## config.mk

```make
export PLATFORM = sky130hd
export DESIGN_NAME = param_sync_fifo
export DESIGN_NICKNAME = d
export VERILOG_FILES = /design/src/rtl/fifo_pkg.sv /design/src/rtl/fifo_mem.sv /design/src/rtl/param_sync_fifo.sv
export SDC_FILE = /design/constraint.sdc
export NUM_CORES = 1
export LEC_CHECK = 0
export BUFFER_PORTS_ARGS = -buffer_cell sky130_fd_sc_hd__buf_2
export CORE_AREA = 2 2 168 170
export CTS_CLUSTER_SIZE = 8
export DETAILED_ROUTE_END_ITERATION = 10
export DIE_AREA = 0 0 170 172
export PLACE_DENSITY = 0.62
export SYNTH_ARGS = -nofsm -noshare
export SYNTH_HDL_FRONTEND = slang
export SYNTH_SLANG_ARGS = --single-unit
```

## constraint.sdc

```tcl
create_clock -name clk -period 6 [get_ports clk]
set_clock_uncertainty 0.2 [all_clocks]
set_input_delay 0.3 -clock clk [delete_from_list [all_inputs] [get_ports clk]]
set_output_delay 0.3 -clock clk [all_outputs]
set_load 0.05 [all_outputs]
```

## src/rtl/fifo_pkg.sv

```systemverilog
// -----------------------------------------------------------------------------
// fifo_pkg
// Shared helpers for the parametrised synchronous FIFO.
//   ptr_w()     : pointer/count width for a given depth. One extra bit above
//                 the address bits lets full and empty be told apart.
//   params_ok() : elaboration-time legality check of the FIFO parameters.
// -----------------------------------------------------------------------------
package fifo_pkg;

   function automatic int ptr_w(input int depth);
      return $clog2(depth) + 1;
   endfunction

   // Legal when DATA_W >= 1, DEPTH is a power of two >= 2,
   // AFULL_TH in 1..DEPTH and AEMPTY_TH in 0..DEPTH-1.
   function automatic bit params_ok(input int data_w,
                                    input int depth,
                                    input int afull_th,
                                    input int aempty_th);
      return (data_w >= 1) &&
             (depth >= 2) && ((depth & (depth - 1)) == 0) &&
             (afull_th >= 1) && (afull_th <= depth) &&
             (aempty_th >= 0) && (aempty_th <= depth - 1);
   endfunction

endpackage

```

## src/rtl/fifo_mem.sv

```systemverilog
// -----------------------------------------------------------------------------
// fifo_mem
// Simple dual-port RAM, DEPTH x DATA_W. Synchronous write, registered
// synchronous read, no reset on the array or on the read register.
// A read and a write to the same address on the same edge return the
// previous contents (read-before-write).
// Ports:
//   clk      in   clock
//   i_we     in   write enable
//   i_waddr  in   write address
//   i_wdata  in   write data
//   i_re     in   read enable (read register loads only when set)
//   i_raddr  in   read address
//   o_rdata  out  registered read data
// -----------------------------------------------------------------------------
module fifo_mem #(
   parameter int DATA_W = 32,
   parameter int DEPTH  = 8,
   parameter int AW     = $clog2(DEPTH)
) (
   input  logic              clk,
   input  logic              i_we,
   input  logic [AW-1:0]     i_waddr,
   input  logic [DATA_W-1:0] i_wdata,
   input  logic              i_re,
   input  logic [AW-1:0]     i_raddr,
   output logic [DATA_W-1:0] o_rdata
);

   logic [DATA_W-1:0] r_mem [DEPTH];
   logic [DATA_W-1:0] r_rdata;

   always_ff @(posedge clk) begin
      if (i_we) begin
         r_mem[i_waddr] <= i_wdata;
      end
      if (i_re) begin
         r_rdata <= r_mem[i_raddr];
      end
   end

   assign o_rdata = r_rdata;

endmodule

```

## src/rtl/param_sync_fifo.sv

```systemverilog
// -----------------------------------------------------------------------------
// param_sync_fifo
// Parametrised single-clock FIFO with registered read port, occupancy count,
// almost-full/almost-empty thresholds and sticky overflow/underflow flags.
// Ports:
//   clk           in   clock, rising edge
//   rst           in   synchronous active-high reset
//   wr_en/wr_data in   write request and data
//   rd_en         in   read request
//   rd_data       out  read data, valid when rd_valid=1, holds otherwise
//   rd_valid      out  one-cycle strobe per accepted read
//   full/empty    out  count == DEPTH / count == 0
//   almost_full   out  count >= AFULL_TH
//   almost_empty  out  count <= AEMPTY_TH
//   count         out  occupancy 0..DEPTH
//   overflow      out  sticky: a write was rejected
//   underflow     out  sticky: a read was rejected
//   err_clr       in   clears overflow/underflow (a new event wins)
//
// Handshake: a read is accepted when rd_en=1 and the FIFO is not empty; its
// word appears on rd_data with rd_valid=1 after the next edge. A write is
// accepted when wr_en=1 and the FIFO is not full, or is full but a read is
// accepted in the same cycle. A request that is not accepted is dropped and
// raises the matching sticky error flag. There is no read bypass: an empty
// FIFO rejects rd_en even while a write is being accepted.
// -----------------------------------------------------------------------------
module param_sync_fifo
   import fifo_pkg::*;
#(
   parameter int DATA_W    = 32,
   parameter int DEPTH     = 8,
   parameter int AFULL_TH  = DEPTH - 2,
   parameter int AEMPTY_TH = 2
) (
   input  logic                      clk,
   input  logic                      rst,
   input  logic                      wr_en,
   input  logic [DATA_W-1:0]         wr_data,
   input  logic                      rd_en,
   output logic [DATA_W-1:0]         rd_data,
   output logic                      rd_valid,
   output logic                      full,
   output logic                      empty,
   output logic                      almost_full,
   output logic                      almost_empty,
   output logic [ptr_w(DEPTH)-1:0]   count,
   output logic                      overflow,
   output logic                      underflow,
   input  logic                      err_clr
);

   localparam int CW = ptr_w(DEPTH);
   localparam int AW = CW - 1;

   if (!params_ok(DATA_W, DEPTH, AFULL_TH, AEMPTY_TH)) begin : g_bad_params
      $error("param_sync_fifo: illegal DATA_W/DEPTH/AFULL_TH/AEMPTY_TH");
   end

   logic [CW-1:0]     r_wr_ptr;
   logic [CW-1:0]     r_rd_ptr;
   logic [CW-1:0]     r_count;
   logic              r_rd_valid;
   logic              r_overflow;
   logic              r_underflow;
   logic              r_rd_seen;

   logic              w_empty;
   logic              w_full;
   logic              w_do_rd;
   logic              w_do_wr;
   logic [DATA_W-1:0] w_mem_rdata;

   // Flags decode from the count register only, so no input reaches them
   // combinationally.
   assign w_empty = (r_count == '0);
   assign w_full  = (r_count == CW'(DEPTH));

   assign w_do_rd = rd_en & ~w_empty;
   assign w_do_wr = wr_en & (~w_full | w_do_rd);

   fifo_mem #(
      .DATA_W (DATA_W),
      .DEPTH  (DEPTH),
      .AW     (AW)
   ) u_mem (
      .clk     (clk),
      .i_we    (w_do_wr & ~rst),
      .i_waddr (r_wr_ptr[AW-1:0]),
      .i_wdata (wr_data),
      .i_re    (w_do_rd & ~rst),
      .i_raddr (r_rd_ptr[AW-1:0]),
      .o_rdata (w_mem_rdata)
   );

   always_ff @(posedge clk) begin
      if (rst) begin
         r_wr_ptr    <= '0;
         r_rd_ptr    <= '0;
         r_count     <= '0;
         r_rd_valid  <= 1'b0;
         r_overflow  <= 1'b0;
         r_underflow <= 1'b0;
         r_rd_seen   <= 1'b0;
      end else begin
         if (w_do_wr) begin
            r_wr_ptr <= r_wr_ptr + CW'(1);
         end
         if (w_do_rd) begin
            r_rd_ptr  <= r_rd_ptr + CW'(1);
            r_rd_seen <= 1'b1;
         end
         case ({w_do_wr, w_do_rd})
            2'b10:   r_count <= r_count + CW'(1);
            2'b01:   r_count <= r_count - CW'(1);
            default: r_count <= r_count;
         endcase
         r_rd_valid <= w_do_rd;
         // A new error event takes priority over a clear in the same cycle.
         if (wr_en & ~w_do_wr) begin
            r_overflow <= 1'b1;
         end else if (err_clr) begin
            r_overflow <= 1'b0;
         end
         if (rd_en & ~w_do_rd) begin
            r_underflow <= 1'b1;
         end else if (err_clr) begin
            r_underflow <= 1'b0;
         end
      end
   end

   // The RAM read register has no reset; until the first accepted read after
   // reset it may hold stale or unknown data, so present zero instead.
   assign rd_data      = r_rd_seen ? w_mem_rdata : '0;
   assign rd_valid     = r_rd_valid;
   assign full         = w_full;
   assign empty        = w_empty;
   assign almost_full  = (r_count >= CW'(AFULL_TH));
   assign almost_empty = (r_count <= CW'(AEMPTY_TH));
   assign count        = r_count;
   assign overflow     = r_overflow;
   assign underflow    = r_underflow;

   // Occupancy must always equal the pointer distance.
   a_count_matches_ptrs: assert property (
      @(posedge clk) disable iff (rst) r_count == (r_wr_ptr - r_rd_ptr));

endmodule

```

[Word level (Yosys, flattened, before mapping)]
Memory sizes are Yosys's and may differ from the RTL's. A register that Yosys moved wholly into a read port is not among the register bits.
Index checks and enable logic that the tools add are counted.
Cells by class
  add/subtract/negate cells: 4
  $lt $le $gt $ge: 2
  equal/unequal tests: 3
  muxes and demuxes: 7
  bitwise gates (word level): 12
  reduce and logical (&&, ||, !) cells: 4
Operators by type and width (number)
  32-bit 2-to-1 mux: 1
  4-bit by 1-bit adder with 4-bit output, second input constant: 3
  4-bit case mux with 2 select lines: 1
  1-bit bitwise AND: 6
  2-bit nonzero test: 3
  1-bit 2-to-1 mux: 5
  1-bit NOT: 5
  4-bit == test, second input constant: 1
  4-bit by 3-bit greater-or-equal comparator with 1-bit output, second input constant: 1
  4-bit by 2-bit <= comparator with 1-bit output, second input constant: 1
  4-bit zero test: 1
  4-bit by 1-bit subtractor with 4-bit output, second input constant: 1
  2-bit by 1-bit == test with 1-bit output, second input constant: 1
  2-bit == test, second input constant: 1
  1-bit bitwise OR: 1
Storage, ports and cells
  register bits: 16
  memory bits (writable): 256
  input bits: 37
  word-level logic and storage cells: 40
  memories kept: 1
Memory list
  u_mem.r_mem: depth 8, width 32, rd ports 1, clocked after Yosys merged registers in 1, write ports 1, RTL line fifo_mem.sv:30  | logic [DATA_W-1:0] r_mem [DEPTH];

[Depth between registers and ports, before layout]
Gate-level depths: netlist (run 1).
  word-level depth: 8
  gate-level depth with buffers: 9

[By module]
Synthesis (run 1) repeated with hierarchy kept, for this count alone.
Unflattened totals
  cells, all modules: 525
  area total of the unflattened synthesis: 11685.0 µm²
By module, submodules not included
  fifo_mem: times used 1, cells an instance 415, area each 10786.6 µm², seq. area each 8648.3 µm²
  param_sync_fifo: times used 1, cells an instance 110, area each 898.4 µm², seq. area each 280.3 µm²

[Least setup slack after synthesis (run 1)]
Ideal clock, no wire load.
  path kind: reg2reg
  from: reg r_count[2] (netlist: count[2])
  to: mem u_mem.r_mem[0][0] (enable)
  setup time: 0.501 ns
  arrival: 4.565 ns
  required time: 5.299 ns
  slack: 0.734 ns
  cell stages (with the launch flop): 7
  buffers on the path: 2
  path through: dfxtp_1 buf_2 or4b_4 buf_6 o21ai_2 or2_1 nor4_1
On the way
  word-level cells in the longest chain between the ends: 8
  elaborated cells between the ends (all ways): 10
Ends and longest elaborated chain
  start: declaration: RTL line param_sync_fifo.sv:61  | logic [CW-1:0] r_count;
  start signal: assignment: RTL line param_sync_fifo.sv:113  | 2'b10: r_count <= r_count + CW'(1);
  start signal: assignment: RTL line param_sync_fifo.sv:114  | 2'b01: r_count <= r_count - CW'(1);
  start signal: assignment: RTL line param_sync_fifo.sv:115  | default: r_count <= r_count;
  4-bit zero test: RTL line param_sync_fifo.sv:75  | assign w_empty = (r_count == '0);
  1-bit NOT: RTL line param_sync_fifo.sv:78  | assign w_do_rd = rd_en & ~w_empty;
  1-bit bitwise AND: RTL line param_sync_fifo.sv:78
  1-bit bitwise OR (*): RTL line param_sync_fifo.sv:79  | assign w_do_wr = wr_en & (~w_full | w_do_rd);
  1-bit bitwise AND (*): RTL line param_sync_fifo.sv:79
  1-bit bitwise AND (*): RTL line param_sync_fifo.sv:87  | .i_we (w_do_wr & ~rst),
  1-bit 2-to-1 mux (*): RTL line fifo_mem.sv:34  | if (i_we) begin
  1-bit 2-to-1 mux (implied by the code) (*): RTL line fifo_mem.sv:35  | r_mem[i_waddr] <= i_wdata;
  end: declaration: RTL line fifo_mem.sv:30
Every way passes the cells marked *; elsewhere a longest branch is shown, timed or not.

[Worst setup path in the final report (run 1)]
  from: reg r_count[0] (netlist: count[0])
  to: reg r_count[3] (netlist: count[3])
On the way
  word-level cells in the longest chain between the ends: 7
  elaborated cells between the ends (all ways): 13
Ends and longest elaborated chain
  4-bit zero test: RTL line param_sync_fifo.sv:75
  1-bit NOT: RTL line param_sync_fifo.sv:78
  1-bit bitwise AND: RTL line param_sync_fifo.sv:78
  1-bit bitwise OR: RTL line param_sync_fifo.sv:79
  1-bit bitwise AND: RTL line param_sync_fifo.sv:79
  2-bit by 1-bit == test with 1-bit output or 2-bit == test (tied branches): RTL line param_sync_fifo.sv:112  | case ({w_do_wr, w_do_rd})
  4-bit case mux with 2 select lines or 2-bit nonzero test (tied branches)
Parallel ways exist; a longest one is shown, timed or not.
A chain may end at the register's enable or synchronous reset.

==> reports/metrics.csv, run 1 <==
metric;value;unit
top_reg_cell synth;edfxtp_1;
global-route wire length before repair;34600;µm
First DRT Iteration DRCs;401;
Pleak;4.62;nW
initial antenna violation count;1;
largest family of logic cells by synthesized area;multiplexers;
Synthesized Nets;579;
Site Rows;61;
CP Launch Type;register;
Worst-Margin Slew;1.01;ns
combinational power share;19.2;%
Ys Warns;0;
Fin Setup TNS;0;ns
WS Path Type;register to register;
RSZ-0062 raised after global routing;false;
crit share post-route;49.1;%
placed cell count;944;
share of layout cells above drive strength 1;36.4;%
met1 usage;21.2;%
sequential power share;45.6;%
Final GP Congestion;0.744;
Post-Synth Adder-Cell Area;0.605;%
diode count;0;
clock power share;35.2;%
final hold vios;0;
XOR/XNOR Fraction of Synth Area;0.453;%
grt ovf;0;
die height;172;µm
Final Core Density;50.6;%
Most Crowded Layer GR;met2;
#FFs+latches synth;302;
port bufs;79;
Worst slew margin;32.9;%
crit path DAT;3.13;ns
Ports;80;
CTS tree;built;
sw frac;26.8;%
# hold bufs at CTS;35;
vias in the first global route;5869;
met2 Use GR;27.5;%
area share of the largest cell type after synthesis;74.6;%
commonest non-fill, non-tap cell in the layout;edfxtp_1;
crit end category;register;
PD cells;416;nW/µm²
outcome;finished clean;
Initial Util;42.2;%
Compound-Gate Fraction of Synth Area;1.31;%
post-synth top area cell;edfxtp_1;
CTS H-tree depth;2;
Crit Path Max Fanout;10;
Longest Clk Path Bufs;3;
TritonCTS buffer count;43;
Pins Over Slew Limit;0;
simple-gate share of the synthesized area;3.26;%
die width;170;µm
fmax;340;MHz
Required @ worst endpoint;6.19;ns
Skew-Pair Late Insertion Delay;0.51;ns
Die ar.;29200;µm²
synth top area cells;edfxtp_1 75%, mux4_2 12%, mux2_2 3.1%;
CTS root buffer;clkbuf_16;
Multi-input gate area;2560;µm²
HP Class;input port to register;
clock-pin slew on the worst setup and hold paths;0.05;ns
Final Critical Period;2.95;ns
worst vdd ir;0.000163;V
FF/Latch Area;8940;µm²
Synth-to-Final Area Change;20.0;%
max-cap violations;0;
Post-CTS Setup Inserts;0;
met3 Use GR;3.20;%
Post-CTS Resized;0;
via count;5498;
Internal;0.00423;W
Post-Layout Cell Count;1031;
Synth async-reset ratio;0;%
Post-Syn Area;11600;µm²
Synth Area per Inst;21.6;µm²
Final setup viols;0;
post-synthesis sequential area ratio;77.0;%
Nets;720;
Switch Pwr;0.00155;W
GRT Util Overall;16.1;%
clk sink count;302;
DRC;0;
Mapped Cells;537;
Post-synth EDFFs;288;
post-synthesis mux area share;15.9;%
library cells used by synthesis;36;
ANT nets after route;0;
WL per Instance;22.3;µm
final wirelength;22900;µm
Pwr Total;0.00579;W
number of iterations in the first detailed-routing pass;4;
most frequent cells in the layout;288 x edfxtp_1, 79 x buf_2, 64 x mux4_2;
Layout fillers;2178;
Core ar.;27500;µm²
Detail Placement HPWL;12300;µm
maximum number of pins on one net before global-route repair;67;
routed vias/inst;5.33;
[routing by layer]
metal  share of wire, %  wire length, µm
met3                5.0             1160
met2                 50            11500
met4                1.9              443
met5              0.057               13
met1                 43             9790
[worst max-delay path, stage by stage, from the launching register on]
cell and delay (ns):
dfxtp_1 0.42, o41ai_4 0.67, or2_2 0.26, inv_1 0.07, ha_1 0.28, a21o_1 0.19
a21oi_1 0.18, mux2i_1 0.22, mux2_1 0.33
[power groups by stage]
stage / logic (W) / clock network [W] / registers, W
4_1_cts: 0.00113 / 0.00209 / 0.00265
6_report: 0.00111 / 0.00204 / 0.00264
3_5_place_dp: 0.00110 / 0 / 0.00269
3_3_place_gp: 0.00108 / 0 / 0.00267
5_1_grt: 0.00119 / 0.00217 / 0.00266
2_1_floorplan: 0.000955 / 0 / 0.00257
[cells by family after synthesis]
logic type | after synthesis
mux | 100
compound gates | 18
fa+ha+maj | 5
simple gates | 70
flops | 302
buf+inv | 36
xor+xnor | 6
[final cells by class]
type                       instances  share of cell area [%]
inverter                           6                   0.162
multi-input combinational        199                    18.4
timing repair buffer             126                    6.01
sequential                       302                    64.3
clock inverter                     2                  0.0900
tap                              346                    3.11
clock buffer                      50                    7.93
[stage by stage]
stage                     setup WS (ns)  hold slack (ns)  cell area, µm²
final                              3.05           0.0206           13900
after global routing               2.92           0.0349           13900
after CTS                          3.03          0.00593           13900
after detailed placement           3.04            0.293           12400
after global placement             3.14            0.277           12400
after floorplan                   0.734            0.199           11600
[synth_stat cells (2+ instances only)]
cell type  instances
edfxtp_1         288
mux4_2            64
and2_1            32
mux2_2            32
nor2_1            23
clkbuf_1          15
dfxtp_1           14
buf_2              9
a21oi_1            6
inv_1              6
ha_1               4
nand2_1            4
xnor2_1            4
buf_1              3
mux2i_1            3
nor2b_1            3
nor4_1             3
a211oi_1           2
a21o_1             2
buf_6              2
o211ai_1           2
xor2_1             2
[state kept, by name, indices dropped and copies added, names as in the netlist]
register       count
underflow          1
count              4
r_wr_ptr           3
r_rd_seen          1
u_mem.o_rdata     32
overflow           1
r_rd_ptr           3
rd_valid           1
u_mem.r_mem      256
[worst paths after layout]
| check | startpoint | to | slack [ns] | depth (start not counted) |
|---|---|---|---|---|
| worst min register to register | r_wr_ptr[0] | r_wr_ptr[0] | 0.31 | 2 |
| worst max-delay path | count[0] | count[3] | 3.05 | 8 |
| worst min-delay path | rd_en | underflow | 0.02 | 3 |
| worst max register to register | count[0] | count[3] | 3.05 | 8 |
Power figures use the tool's default switching activity.
==> run 2, diff against run 1 <==
--- a/config.mk
+++ b/config.mk
@@ -10,7 +10,7 @@
 export CTS_CLUSTER_SIZE = 8
 export DETAILED_ROUTE_END_ITERATION = 10
 export DIE_AREA = 0 0 170 172
-export PLACE_DENSITY = 0.62
+export PLACE_DENSITY = 0.65
 export SYNTH_ARGS = -nofsm -noshare
 export SYNTH_HDL_FRONTEND = slang
 export SYNTH_SLANG_ARGS = --single-unit
==> constraint.sdc (replaced) <==
create_clock -name clk -period 2.45 [get_ports clk]
set_clock_uncertainty 0.2 [all_clocks]
set_input_delay 0.1225 -clock clk [delete_from_list [all_inputs] [get_ports clk]]
set_output_delay 0.1225 -clock clk [all_outputs]
set_load 0.05 [all_outputs]
==> run 2 against run 1 <==
  * The flow now finishes with violations (setup timing)
  * Routed wire length up 1.6%
  * Count of clock-buffer cells in the layout increased by 1
  * Maximum frequency rose by 18%
  * Sequential power rose by 130%
  * Combinational power rose to 3.1 times the previous value
  * Cell count up 2.5%
  * Worst hold slack improved by 0.034 ns
  * Highest routed layer is now met4
==> reports/metrics.csv, run 2 (synthesis results as in run 1) <==
metric;value;unit
PD cells;1020;nW/µm²
die height;172;µm
Pleak;4.78;nW
Biggest register;u_mem.r_mem;
logic depth of the worst path, buffers included;2;
Die ar.;29200;µm²
WS Path Type;register to register;
fmax;401;MHz
Crit Path Max Fanout;16;
share of layout cells above drive strength 1;38.4;%
RSZ-0062 raised after global routing;true;
CP top delay family;simple AND/OR/NAND/NOR gates;
Pwr Total;0.0147;W
crit share post-route;102;%
Final setup viols;17;
Synth-to-Final Area Change;23.7;%
number of iterations in the first detailed-routing pass;4;
Required @ worst endpoint;2.37;ns
Worst-Margin Slew;1.16;ns
CP cell instances;nand3b_1 -> nor2_2;
CTS root buffer;clkbuf_16;
via count;5703;
GRT Util Overall;15.9;%
Worst slew margin;22.7;%
worst r2r dst;u_mem.r_mem[6][29];
Pins Over Slew Limit;0;
clk sink count;302;
Layout fillers;2155;
Post-Layout Cell Count;1057;
Skew-Pair Late Insertion Delay;0.51;ns
DRC;0;
Initial Util;42.2;%
routed vias/inst;5.40;
worst flop-to-flop path startpoint;r_wr_ptr[1];
Detail Placement HPWL;12600;µm
crit path DAT;2.42;ns
die width;170;µm
diode count;0;
crit path to;u_mem.r_mem[6][29];
CP Launch Type;register;
Min Hold Slack;0.0542;ns
CP max stage delay;1.01;ns
Longest Clk Path Bufs;3;
Nets;745;
final hold vios;0;
Crit. Startpoint;r_wr_ptr[1];
Largest register FFs;256;
Final Critical Period;2.50;ns
failing checks;setup timing;
Site Rows;61;
final worst slack;-0.0450;ns
vias in the first global route;6232;
CP max stage cell;nor2_2;
outcome;complete, but fails checks;
Bufs and invs on worst path;0;
worst vdd ir;0.000468;V
crit end category;register;
commonest non-fill, non-tap cell in the layout;edfxtp_1;
Final Core Density;52.2;%
worst reg2reg path depth;2;
First DRT Iteration DRCs;300;
CTS tree;built;
Ports;80;
clock-pin slew on the worst setup and hold paths;0.05;ns
WL per Instance;22.1;µm
HP Class;input port to register;
Core ar.;27500;µm²
Fin Setup TNS;-0.596;ns
final wirelength;23300;µm
CTS H-tree depth;2;
TritonCTS buffer count;43;
grt ovf;0;
global-route wire length before repair;35100;µm
ANT nets after route;0;
max-cap violations;0;
placed cell count;953;
port bufs;79;
R2R Setup Slk;-0.05;ns
initial antenna violation count;0;
Final GP Congestion;0.717;
most frequent cells in the layout;288 x edfxtp_1, 79 x buf_2, 64 x mux4_2;
maximum number of pins on one net before global-route repair;67;
run 2: changes by cell type in the layout (fill, tap and decap cells not counted), sizes merged:
| cell | before | now |
|---|---|---|
| buf | 91 | 102 |
| dlygate4sd3 | 35 | 46 |
| nor2 | 23 | 26 |
| clkbuf | 50 | 51 |
run 2: cell type report:
cell class | instances | area (µm²) | area share, %
Clock buffer | 51 | 1140 | 7.94
Clock inverter | 2 | 25.0 | 0.175
Inverter | 6 | 22.5 | 0.157
Multi-Input combinational cell | 202 | 2630 | 18.3
Sequential cell | 302 | 8950 | 62.5
Tap cell | 346 | 433 | 3.02
Timing Repair Buffer | 148 | 1140 | 7.93
run 2: worst register-to-register path, delay by kind of cell (launching register included):
kind / cells / cell delay [ns]
flip-flops: 1 / 0.49
AND/OR/NAND/NOR: 2 / 1.41
run 2: where the power goes:
group	total [W]	internal [W]	switching, W
Combinational	0.00341	0.00149	0.00191
Clock	0.00512	0.00320	0.00192
Sequential	0.00613	0.00602	0.000109
run 2: how the worst min path moves through the flow:
stage / startpoint / end / slack, ns / cells after the start
floorplan: wr_data[0] / u_mem.r_mem[0][0] / 0.02 / 0
global placement: wr_data[0] / u_mem.r_mem[6][0] / 0.18 / 1
detailed placement: wr_data[21] / u_mem.r_mem[3][21] / 0.20 / 1
CTS: wr_en / count[1] / 0.005 / 5
global route: wr_en / count[1] / 0.09 / 5
finish: wr_en / count[1] / 0.05 / 5
run 2: stage by stage:
| stage | setup slack, ns | area, µm² |
|---|---|---|
| after floorplan | -0.523 | 11700 |
| after detailed placement | -0.0449 | 12600 |
| after global routing | -0.135 | 14300 |
| after CTS | -0.0277 | 14300 |
| final | -0.0450 | 14300 |
| after global placement | -0.0369 | 12600 |
run 2: metal layers:
metal / vias to the layer above / global-route usage [%] / wire length (µm)
li1: 2499 / - / -
met1: 3002 / 20.1 / 9500
met2: 165 / 27.9 / 12100
met3: 37 / 3.00 / 1280
met4: 0 / 5.09 / 391
met5: - / 0 / 0
run 2: repair_timing:
| action | 4_1_cts | 5_1_grt |
|---|---|---|
| hold endpoints to repair | 270 | 0 |
| cloned | 0 | 3 |
| resized for setup | 2 | 6 |
| pin swaps | 1 | 8 |
| buffers inserted | 0 | 2 |
| hold buffers | 46 | 0 |
| endpoints found under the setup margin | 97 | 194 |
==> run 3, diff against run 2 <==
==> constraint.sdc (replaced) <==
create_clock -name clk -period 2.45 [get_ports clk]
set_clock_uncertainty 0.2 [all_clocks]
set_input_delay 0.1225 -clock clk [delete_from_list [all_inputs] [get_ports clk]]
set_output_delay 0.1225 -clock clk [all_outputs]
set_load 0.02 [all_outputs]
==> run 3 against run 2 <==
  * The run now ends clean
  * Sequential power up 1%
  * Worst hold slack better by 0.17 ns
  * Non-clock buffer count up 2
  * Combinational power down 14%
  * Die area unchanged
  * Register-to-register slack better by 0.13 ns
  * Sequential share of layout area down 0.16 points
  * Total power down 2.5%
  * First-iteration DRC count up 54%
  * Utilization up 0.077 points
==> reports/metrics.csv, run 3 (synthesis results as in run 1) <==
metric;value;unit
crit share post-route;96.7;%
Initial Util;42.2;%
most frequent cells in the layout;288 x edfxtp_1, 79 x buf_2, 64 x mux4_2;
First DRT Iteration DRCs;463;
Longest Clk Path Bufs;3;
WL per Instance;22.2;µm
routed vias/inst;5.33;
clock-pin slew on the worst setup and hold paths;0.05;ns
PD cells;995;nW/µm²
Post-Layout Cell Count;1064;
crit path DAT;2.57;ns
Worst-Margin Slew;0.738;ns
maximum number of pins on one net before global-route repair;33;
die width;170;µm
Die ar.;29200;µm²
CTS H-tree depth;2;
commonest non-fill, non-tap cell in the layout;edfxtp_1;
placed cell count;959;
initial antenna violation count;1;
GRT Util Overall;16.6;%
vias in the first global route;6204;
Worst slew margin;50.7;%
beginning of the worst hold path;wr_data[16];
Site Rows;61;
clk sink count;302;
Pins Over Slew Limit;0;
Largest register FFs;256;
CTS root buffer;clkbuf_16;
Bufs and invs on worst path;2;
Final Critical Period;2.37;ns
Final GP Congestion;0.705;
WS Path Type;register to register;
DRC;0;
port bufs;79;
HP Class;input port to register;
final hold vios;0;
grt ovf;0;
worst flop-to-flop path startpoint;count[3];
Pleak;4.79;nW
global-route wire length before repair;36000;µm
Final setup viols;0;
CTS tree;built;
CP cell instances;buf_6 -> o41ai_4 -> or2_4 -> inv_2 -> ha_4 -> a21o_1 -> a21oi_2 -> mux2i_1 -> mux2_1;
share of layout cells above drive strength 1;39.7;%
fmax;422;MHz
Required @ worst endpoint;2.65;ns
Crit. Startpoint;count[3];
Crit Path Max Fanout;8;
number of iterations in the first detailed-routing pass;5;
CP Launch Type;register;
CP top delay family;compound AO/OA/AOI/OAI gates;
Min Hold Slack;0.226;ns
max-cap violations;0;
crit end category;register;
Layout fillers;2123;
outcome;finished clean;
TritonCTS buffer count;43;
worst vdd ir;0.000459;V
Skew-Pair Late Insertion Delay;0.52;ns
CP max stage cell;mux2_1;
Synth-to-Final Area Change;23.9;%
Core ar.;27500;µm²
Detail Placement HPWL;13300;µm
CP max stage delay;0.33;ns
Biggest register;u_mem.r_mem;
Ports;80;
via count;5674;
ANT nets after route;0;
Nets;750;
die height;172;µm
final wirelength;23600;µm
## run 3: changes by cell type in the layout (fill, tap and decap cells not counted), moves of 2 or more
cell           change
nor2_4             +4
dlygate4sd3_1      -8
clkbuf_1           +2
dfxtp_4            -4
dfxtp_2            +4
buf_4             +11
## run 3: layout make-up
class / instances / area, µm² / area share, %
inverter: 6 / 22.5 / 0.157
timing repair buffer: 150 / 1130 / 7.85
tap: 346 / 433 / 3.02
multi-input combinational: 205 / 2670 / 18.6
clock inverter: 1 / 3.75 / 0.0262
clock buffer: 53 / 1160 / 8.05
antenna: 1 / 2.50 / 0.0174
sequential: 302 / 8940 / 62.3
## run 3: final timing paths
check / end / slack (ns) / cells after the start
worst max-delay path: count[3] / 0.08 / 9
worst min-delay path: u_mem.r_mem[5][16] / 0.23 / 2
worst max register to register: count[3] / 0.08 / 9
worst min register to register: r_wr_ptr[0] / 0.34 / 2
## run 3: worst reg2reg max path: stages (launching register included)
cell,delay (ns)
dfxtp_2,0.32
buf_6,0.13
o41ai_4,0.32
or2_4,0.19
inv_2,0.05
ha_4,0.20
a21o_1,0.16
a21oi_2,0.14
mux2i_1,0.21
mux2_1,0.33
## run 3: power by group
group | switching, W | internal, W
clock | 0.00191 | 0.00323
combinational | 0.00143 | 0.00151
sequential | 0.000188 | 0.00601
## run 3: what timing repair did
action,CTS,global route
buffers inserted,5,1
hold buffers,38,0
hold endpoints to repair,269,0
gates cloned,6,0
setup endpoints to repair,213,33
resized for setup,6,5
pin swaps,6,4
## run 3: routing by layer
metal	routed length (µm)	up-vias	GRT usage [%]
li1	-	2520	-
met1	10000	2945	21.6
met2	12000	170	28.8
met3	1160	39	2.63
met4	423	0	5.17
met5	0	-	0
## run 3: through the flow
step	total power [W]	utilization, %	instance area (µm²)	setup WS [ns]	TNS (ns)
final	0.0143	52.2	14400	0.0820	0
after global placement	0.00908	46.1	12700	-0.0563	-3.75
after floorplan	0.00824	-	11700	-0.471	-51.77
after detailed placement	0.00915	46.1	12700	-0.185	-18.35
after global routing	0.0149	52.2	14400	-0.00484	-0.00484
after CTS	0.0144	52.1	14300	-0.00414	-0.00414
